==> src/rtl/synth_pkg.sv <==
// synth_pkg: register map, reset defaults and saturation helper shared by the mixer.
package synth_pkg;
  localparam logic [3:0] LVL = 4'd2;
  localparam logic [3:0] PAN = 4'd7;
  localparam logic [3:0] MUTE = 4'd8;
  localparam logic [6:0] MVOL = 7'd1;
  localparam logic [7:0] LVL_RST_LO = 8'h40;
  localparam logic [7:0] LVL_RST_HI = 8'h00;
  localparam logic [7:0] PAN_RST = 8'h40;
  localparam logic [7:0] MVOL_RST = 8'h40;
  // Clamp v into the signed range of a w-bit word.
  function automatic logic signed [63:0] saturate(input logic signed [63:0] v, input int w);
    logic signed [63:0] hi;
    hi = (64'sd1 <<< (w - 1)) - 64'sd1;
    return (v > hi) ? hi : ((v < -hi - 64'sd1) ? -hi - 64'sd1 : v);
  endfunction
endpackage

==> src/rtl/mixer_regs.sv <==
// mixer_regs: per-oscillator level/pan/mute and master volume registers.
module mixer_regs
  import synth_pkg::*;
#(
  parameter int V_OSC = 4
) (
  input  logic                  sCLK_XVXENVS,
  input  logic                  iRST_N,
  input  logic [7:0]            data,
  input  logic [6:0]            adr,
  input  logic                  write,
  input  logic                  osc_sel,
  input  logic                  com_sel,
  output logic [V_OSC-1:0][7:0] osc_lvl,
  output logic [V_OSC-1:0][7:0] osc_pan,
  output logic [V_OSC-1:0]      osc_mute,
  output logic [7:0]            m_vol
);
  logic [V_OSC-1:0][7:0] lvl_q, lvl_d, pan_q, pan_d;
  logic [V_OSC-1:0]      mute_q, mute_d;
  logic [7:0]            mvol_q, mvol_d;
  // osc_sel wins: a combined select never reaches the common bank.
  always_comb begin
    lvl_d = lvl_q;
    pan_d = pan_q;
    mute_d = mute_q;
    mvol_d = mvol_q;
    if (write && osc_sel) begin
      for (int o = 0; o < V_OSC; o++) begin
        if (adr[6:4] == 3'(o)) begin
          if (adr[3:0] == LVL) lvl_d[o] = data;
          if (adr[3:0] == PAN) pan_d[o] = data;
          if (adr[3:0] == MUTE) mute_d[o] = data[0];
        end
      end
    end else if (write && com_sel && adr == MVOL) mvol_d = data;
  end
  always_ff @(posedge sCLK_XVXENVS or negedge iRST_N) begin
    if (!iRST_N) begin
      for (int o = 0; o < V_OSC; o++) begin
        lvl_q[o] <= (o < 2) ? LVL_RST_LO : LVL_RST_HI;
        pan_q[o] <= PAN_RST;
      end
      mute_q <= '0;
      mvol_q <= MVOL_RST;
    end else begin
      lvl_q <= lvl_d;
      pan_q <= pan_d;
      mute_q <= mute_d;
      mvol_q <= mvol_d;
    end
  end
  assign osc_lvl = lvl_q;
  assign osc_pan = pan_q;
  assign osc_mute = mute_q;
  assign m_vol = mvol_q;
endmodule

==> src/rtl/mixer_3.sv <==
// mixer_3: four-stage scale/pan/accumulate pipeline producing one saturated stereo sample per frame.
module mixer_3
  import synth_pkg::*;
#(
  parameter int VOICES    = 8,
  parameter int V_OSC     = 4,
  parameter int SAMPLE_W  = 17,
  parameter int OUT_W     = 16,
  parameter int MIX_SHIFT = 5
) (
  input  logic                       sCLK_XVXENVS,
  input  logic                       iRST_N,
  input  logic                       in_valid,
  input  logic                       in_last,
  input  logic [$clog2(V_OSC)-1:0]   in_ox,
  input  logic signed [SAMPLE_W-1:0] in_sample,
  input  logic signed [7:0]          in_osc_env,
  input  logic signed [7:0]          in_voice_env,
  input  logic [7:0]                 data,
  input  logic [6:0]                 adr,
  input  logic                       write,
  input  logic                       osc_sel,
  input  logic                       com_sel,
  output logic signed [OUT_W-1:0]    lsound_out,
  output logic signed [OUT_W-1:0]    rsound_out,
  output logic                       out_valid,
  output logic                       clip
);
  localparam int OX_W  = $clog2(V_OSC);
  localparam int ACC_W = SAMPLE_W + $clog2(VOICES * V_OSC) + 2;
  localparam int M1_W  = SAMPLE_W + 8;
  localparam int P1_W  = SAMPLE_W + 1;
  localparam int M2_W  = P1_W + 18;
  localparam int P2_W  = M2_W - 14;
  localparam int M3_W  = P2_W + 17;
  logic [V_OSC-1:0][7:0] osc_lvl, osc_pan;
  logic [V_OSC-1:0]      osc_mute;
  logic [7:0]            m_vol;
  mixer_regs #(.V_OSC(V_OSC)) u_regs (
    .sCLK_XVXENVS(sCLK_XVXENVS), .iRST_N(iRST_N), .data(data), .adr(adr), .write(write),
    .osc_sel(osc_sel), .com_sel(com_sel), .osc_lvl(osc_lvl), .osc_pan(osc_pan),
    .osc_mute(osc_mute), .m_vol(m_vol)
  );
  logic v1_q, v1_d, v2_q, v2_d, v3_q, v3_d;
  logic last1_q, last1_d, last2_q, last2_d, last3_q, last3_d;
  logic [OX_W-1:0] ox1_q, ox1_d, ox2_q, ox2_d;
  logic signed [7:0] venv1_q, venv1_d, venv2_q, venv2_d;
  logic signed [P1_W-1:0] p1_q, p1_d;
  logic signed [P2_W-1:0] p2_q, p2_d;
  logic signed [ACC_W-1:0] pl_q, pl_d, pr_q, pr_d, acc_l_q, acc_l_d, acc_r_q, acc_r_d;
  logic signed [OUT_W-1:0] lout_q, lout_d, rout_q, rout_d;
  logic ov_q, ov_d, clip_q, clip_d;
  logic signed [M1_W-1:0] m1;
  logic signed [M2_W-1:0] m2;
  logic signed [M3_W-1:0] ml, mr;
  logic signed [8:0] pan_s;
  logic signed [ACC_W-1:0] sum_l, sum_r;
  logic signed [63:0] sh_l, sh_r, sat_l, sat_r;
  logic fire;
  always_comb begin
    m1 = M1_W'(in_sample) * M1_W'(in_osc_env);
    m2 = M2_W'(p1_q) * M2_W'($signed({1'b0, osc_lvl[ox1_q]})) * M2_W'($signed({1'b0, m_vol}));
    pan_s = $signed({1'b0, osc_pan[ox2_q]});
    ml = M3_W'(p2_q) * M3_W'(venv2_q) * M3_W'(9'sd127 - pan_s);
    mr = M3_W'(p2_q) * M3_W'(venv2_q) * M3_W'(pan_s);
    v1_d = in_valid;
    last1_d = in_valid && in_last;
    ox1_d = in_ox;
    venv1_d = in_voice_env;
    p1_d = P1_W'(m1 >>> 7);
    v2_d = v1_q;
    last2_d = last1_q;
    ox2_d = ox1_q;
    venv2_d = venv1_q;
    p2_d = osc_mute[ox1_q] ? '0 : P2_W'(m2 >>> 14);
    v3_d = v2_q;
    last3_d = last2_q;
    pl_d = ACC_W'(ml >>> 14);
    pr_d = ACC_W'(mr >>> 14);
    // The closing item is folded into the result and the accumulator restarts from zero.
    fire = v3_q && last3_q;
    sum_l = acc_l_q + pl_q;
    sum_r = acc_r_q + pr_q;
    sh_l = 64'(sum_l >>> MIX_SHIFT);
    sh_r = 64'(sum_r >>> MIX_SHIFT);
    sat_l = saturate(sh_l, OUT_W);
    sat_r = saturate(sh_r, OUT_W);
    acc_l_d = !v3_q ? acc_l_q : (last3_q ? '0 : sum_l);
    acc_r_d = !v3_q ? acc_r_q : (last3_q ? '0 : sum_r);
    lout_d = fire ? OUT_W'(sat_l) : lout_q;
    rout_d = fire ? OUT_W'(sat_r) : rout_q;
    ov_d = fire;
    clip_d = fire && (sat_l != sh_l || sat_r != sh_r);
  end
  always_ff @(posedge sCLK_XVXENVS or negedge iRST_N) begin
    if (!iRST_N) begin
      {v1_q, v2_q, v3_q, last1_q, last2_q, last3_q} <= '0;
      {ox1_q, ox2_q, venv1_q, venv2_q} <= '0;
      {p1_q, p2_q, pl_q, pr_q, acc_l_q, acc_r_q} <= '0;
      {lout_q, rout_q, ov_q, clip_q} <= '0;
    end else begin
      {v1_q, v2_q, v3_q, last1_q, last2_q, last3_q} <= {v1_d, v2_d, v3_d, last1_d, last2_d, last3_d};
      {ox1_q, ox2_q, venv1_q, venv2_q} <= {ox1_d, ox2_d, venv1_d, venv2_d};
      {p1_q, p2_q, pl_q, pr_q, acc_l_q, acc_r_q} <= {p1_d, p2_d, pl_d, pr_d, acc_l_d, acc_r_d};
      {lout_q, rout_q, ov_q, clip_q} <= {lout_d, rout_d, ov_d, clip_d};
    end
  end
  assign lsound_out = lout_q;
  assign rsound_out = rout_q;
  assign out_valid = ov_q;
  assign clip = clip_q;
endmodule

==> config.mk <==
export PLATFORM = sky130hd
export DESIGN_NAME = mixer_3
export DESIGN_NICKNAME = d
export VERILOG_FILES = /design/src/rtl/synth_pkg.sv /design/src/rtl/mixer_regs.sv /design/src/rtl/mixer_3.sv
export SDC_FILE = /design/constraint.sdc
export NUM_CORES = 2
export LEC_CHECK = 0
export ABC_AREA = 1
export BUFFER_PORTS_ARGS = -buffer_cell sky130_fd_sc_hd__buf_2
export CORE_MARGIN = 10
export CORE_UTILIZATION = 67
export DETAILED_ROUTE_END_ITERATION = 6
export PLACE_DENSITY = 0.88
export SYNTH_ARGS = -nofsm -noshare
export SYNTH_HDL_FRONTEND = slang
export SYNTH_SLANG_ARGS = --single-unit
==> constraint.sdc <==
create_clock -name sCLK_XVXENVS -period 13.1 [get_ports sCLK_XVXENVS]
set_input_delay 1.965 -clock sCLK_XVXENVS [delete_from_list [all_inputs] [get_ports sCLK_XVXENVS]]
set_output_delay 1.965 -clock sCLK_XVXENVS [all_outputs]
set_load 0.02 [all_outputs]
==> run_results.csv <==
group,metric,value,unit
critical_path,crit_family,"adder cells",
critical_path,rrSetupSlack,2600,ps
run,drv_cap,0,
yosys,synth_area_leader_cell,"fa_1",
sta,period_share,80.2,%
critical_path,critical_path.slowest_cell,"dfrtp_1",
yosys,yosysTopAreaCellShare,35.8,%
yosys,synth_seq_area_share,13.2,%
critical_path,arrival,10960,ps
sta,period_needed,10500,ps
sta,slew_headroom,22.0,%
routing,via_per_inst,5.61,
grt,grt-ovfl-total,0,
critical_path,required,13560,ps
cts,postCtsSetupBuffers,0,
finish,final_cell_area,0.0540,mm^2
cts,root_buffer,"clkbuf_16",
floorplanning,num_rows,101,
status,status,"finished clean",
critical_path,cp_common_cell,"inv_1",
yosys,netlist_area,0.0517,mm^2
placed_design,dpl_cell_area,0.0528,mm^2
floorplanning,die_y,298,um
yosys,synthCells,6517,
floorplanning,core_area,0.0762,mm^2
sta,rsz0062_at_grt,"false",
routing,drc,0,
finish,regArea,0.00682,mm^2
grt,grt_pass1_vias,45000,
finish,fillers,5724,
cts,cts_tree,"done",
placed_design,hpwl,104000,um
critical_path,start_kind,"register",
cts,clock-sinks,272,
critical_path,r2r_end,"p2_q[20]",
routing,routedWlPerCell,16.9,um
finish,synthToLayoutAreaGrowth,4.56,%
yosys,synth_edf_count,0,
worst_hold_path,hold_start,"venv1_q[5]",
routing,ant_nets,0,
critical_path,worst_setup_path_end_kind,"register",
yosys,ys_warn_count,0,
worst_hold_path,hp-class,"reg -> reg",
placed_design,routabilityCongestion,0.986,
yosys,avgSynthCellArea,7.93,um^2
critical_path,crit_type,"reg -> reg",
placed_design,io_buffers,90,
floorplanning,io_pins,91,
routing,vias,42200,
worst_hold_path,hold_end,"venv2_q[5]",
routing,wirelength,127000,um
finish,drive_gt1_share,4.31,%
yosys,synth_seq_cells,272,
routing,drt_iter0_drc,3320,
critical_path,crit_fanout,21,
cts,htreeDepth,2,
floorplanning,die_area,0.0886,mm^2
yosys,ys.flop_type,"dfrtp_1",
sta,fmax,95.2,MHz
yosys,synth_fp_nets,7914,
cts,cts_buffer_depth,3,
critical_path,r2r_cells,44,
sta,hold_viol,0,
cts,numCtsBuffers,35,
sta,finalSetupTns,0,ps
sta,slew_viol_final,0,
finish,fin_nets,7860,
cts,cts_resized,0,
finish,multi_input_area,0.0380,mm^2
cts,clk_latency,570,ps
yosys,synth.distinct_cells,68,
grt,antenna_found_initial,1,
cts,cts.clk_slew.worst_paths,60,ps
critical_path,slowest_delay,690,ps
critical_path,r2r-start,"ox1_q[0]",
grt,grt_max_degree,79,
finish,n_antenna_cell,0,
yosys,async_reset_ff_share,100,%
yosys,ys_top_cells_by_area,"fa_1, dfrtp_1, inv_1",
floorplanning,die_w,298,um
floorplanning,start_util,67.8,%
routing,firstDrtPassIters,7,
grt,grt_util_all_layers,29.1,%
sta,setup_violations,0,
critical_path,path_buf_inv,12,
cts,holdBufCountCts,0,
sta,skew,20.0,ps
sta,fin_hold_ws,344,ps
grt,grt_pass1_wl,214000,um
worst_hold_path,hold_depth,0,
sta,worst_pin_slew,1160,ps
==> logic make-up after synthesis <==
group                      after synthesis  synth area share (%)
and+or+nand+nor                       2324                  18.0
buffers and inverters                 1825                  13.3
adders and majority gates             1340                  45.9
AOI/OAI and AO/OA                      599                  6.71
DFF                                    272                  13.2
xor gates and xnor gates               157                  2.82
==> worst register-to-register path: cells and delay by family, from the launching register on <==
kind / cells / cell delay, ps
buffers and inverters: 12 / 1380
AO/OA/AOI/OAI: 6 / 1150
adder cells (fa/ha/maj): 10 / 4740
AND/OR/NAND/NOR: 16 / 2430
flip-flops: 1 / 690
==> flip-flops by register name (all words and copies together) (netlist names), 2 cells and up <==
register,count
acc_l_q,24
acc_r_q,24
lsound_out,16
ox1_q,2
ox2_q,2
p1_q,18
p2_q,22
pl_q,24
pr_q,24
rsound_out,16
u_regs.m_vol,8
u_regs.osc_lvl,32
u_regs.osc_mute,4
u_regs.osc_pan,32
venv1_q,8
venv2_q,8
==> cells in the final DEF (no fill, tap or decap), types with 7 or more instances in the layout <==
cell       count
a22o_1        14
a21o_1        18
o21ai_1       21
o21a_1        12
or2_2         35
o21bai_1       7
xnor2_1       60
nand4_1       46
nor2_1       667
a21oi_1      237
fa_1         925
clkbuf_16     35
clkinv_1      13
xor2_1        89
nor4_1        10
nand3b_1       7
inv_1       1589
ha_1         415
dfstp_2        7
buf_2         89
nand3_1      167
o21ai_0      193
inv_2         19
nand2_1     1334
nor3_1        36
buf_4         22
a31oi_1       40
dfrtp_1      265
==> per-layer routing <==
| metal | track usage [%] | up-vias | wire [um] |
|---|---|---|---|
| li1 | - | 19200 | - |
| met1 | 35.0 | 20700 | 47600 |
| met2 | 51.7 | 1864 | 63900 |
| met3 | 3.95 | 463 | 9350 |
| met4 | 12.8 | 0 | 6060 |
| met5 | 0 | - | 0 |
==> Yosys cell counts, types with 3 or more instances <==
cell	count
o221ai_1	4
o21bai_1	7
dfstp_2	7
o221a_2	3
nor2_2	3
a22o_1	14
nand3_1	167
o21ai_2	6
buf_2	3
xor2_2	4
buf_1	6
a31oi_1	40
clkbuf_2	13
nand3_2	3
nand2_2	4
xnor2_1	60
o21ai_1	21
nand4_1	46
nor3_1	36
a21boi_2	3
o21ai_4	3
a211oi_1	4
nor2_1	667
nand3b_1	7
inv_2	19
a21o_1	18
ha_1	415
clkinv_1	13
clkbuf_1	176
or2_1	3
inv_1	1589
nor4_1	10
o22a_1	5
xor2_1	89
o21ai_0	193
or2_2	35
a21oi_1	237
o211ai_1	5
dfrtp_1	265
buf_4	4
nand2_1	1335
fa_1	925
o21a_1	12
==> layout make-up <==
type	instances	area share, %
inverter	1622	11.3
tap	1030	2.39
timing repair buffer	112	1.16
sequential	272	12.6
multi-input combinational	4420	70.3
clock buffer	43	1.73
clock inverter	21	0.565
==> worst max path at each step <==
stage / start / end / cells after the start
4_1_cts: ox1_q[0] / p2_q[20] / 44
3_3_place_gp: ox1_q[0] / p2_q[20] / 44
2_1_floorplan: ox1_q[0] / p2_q[20] / 47
5_1_grt: ox1_q[0] / p2_q[21] / 44
6_report: ox1_q[0] / p2_q[20] / 44
3_5_place_dp: ox1_q[0] / p2_q[21] / 44
==> metrics by stage <==
step	utilization, %	std cells	worst slack (ps)
finish	70.9	7520	2600
CTS	70.9	7520	2640
floorplan	-	6517	4000
global route	70.9	7520	1700
global placement	69.2	7456	2790
detailed placement	69.2	7456	2620
Power is left out: the tool's default activity adds up to more than one toggle a clock period on the data nets, which glitch-free logic cannot reach.
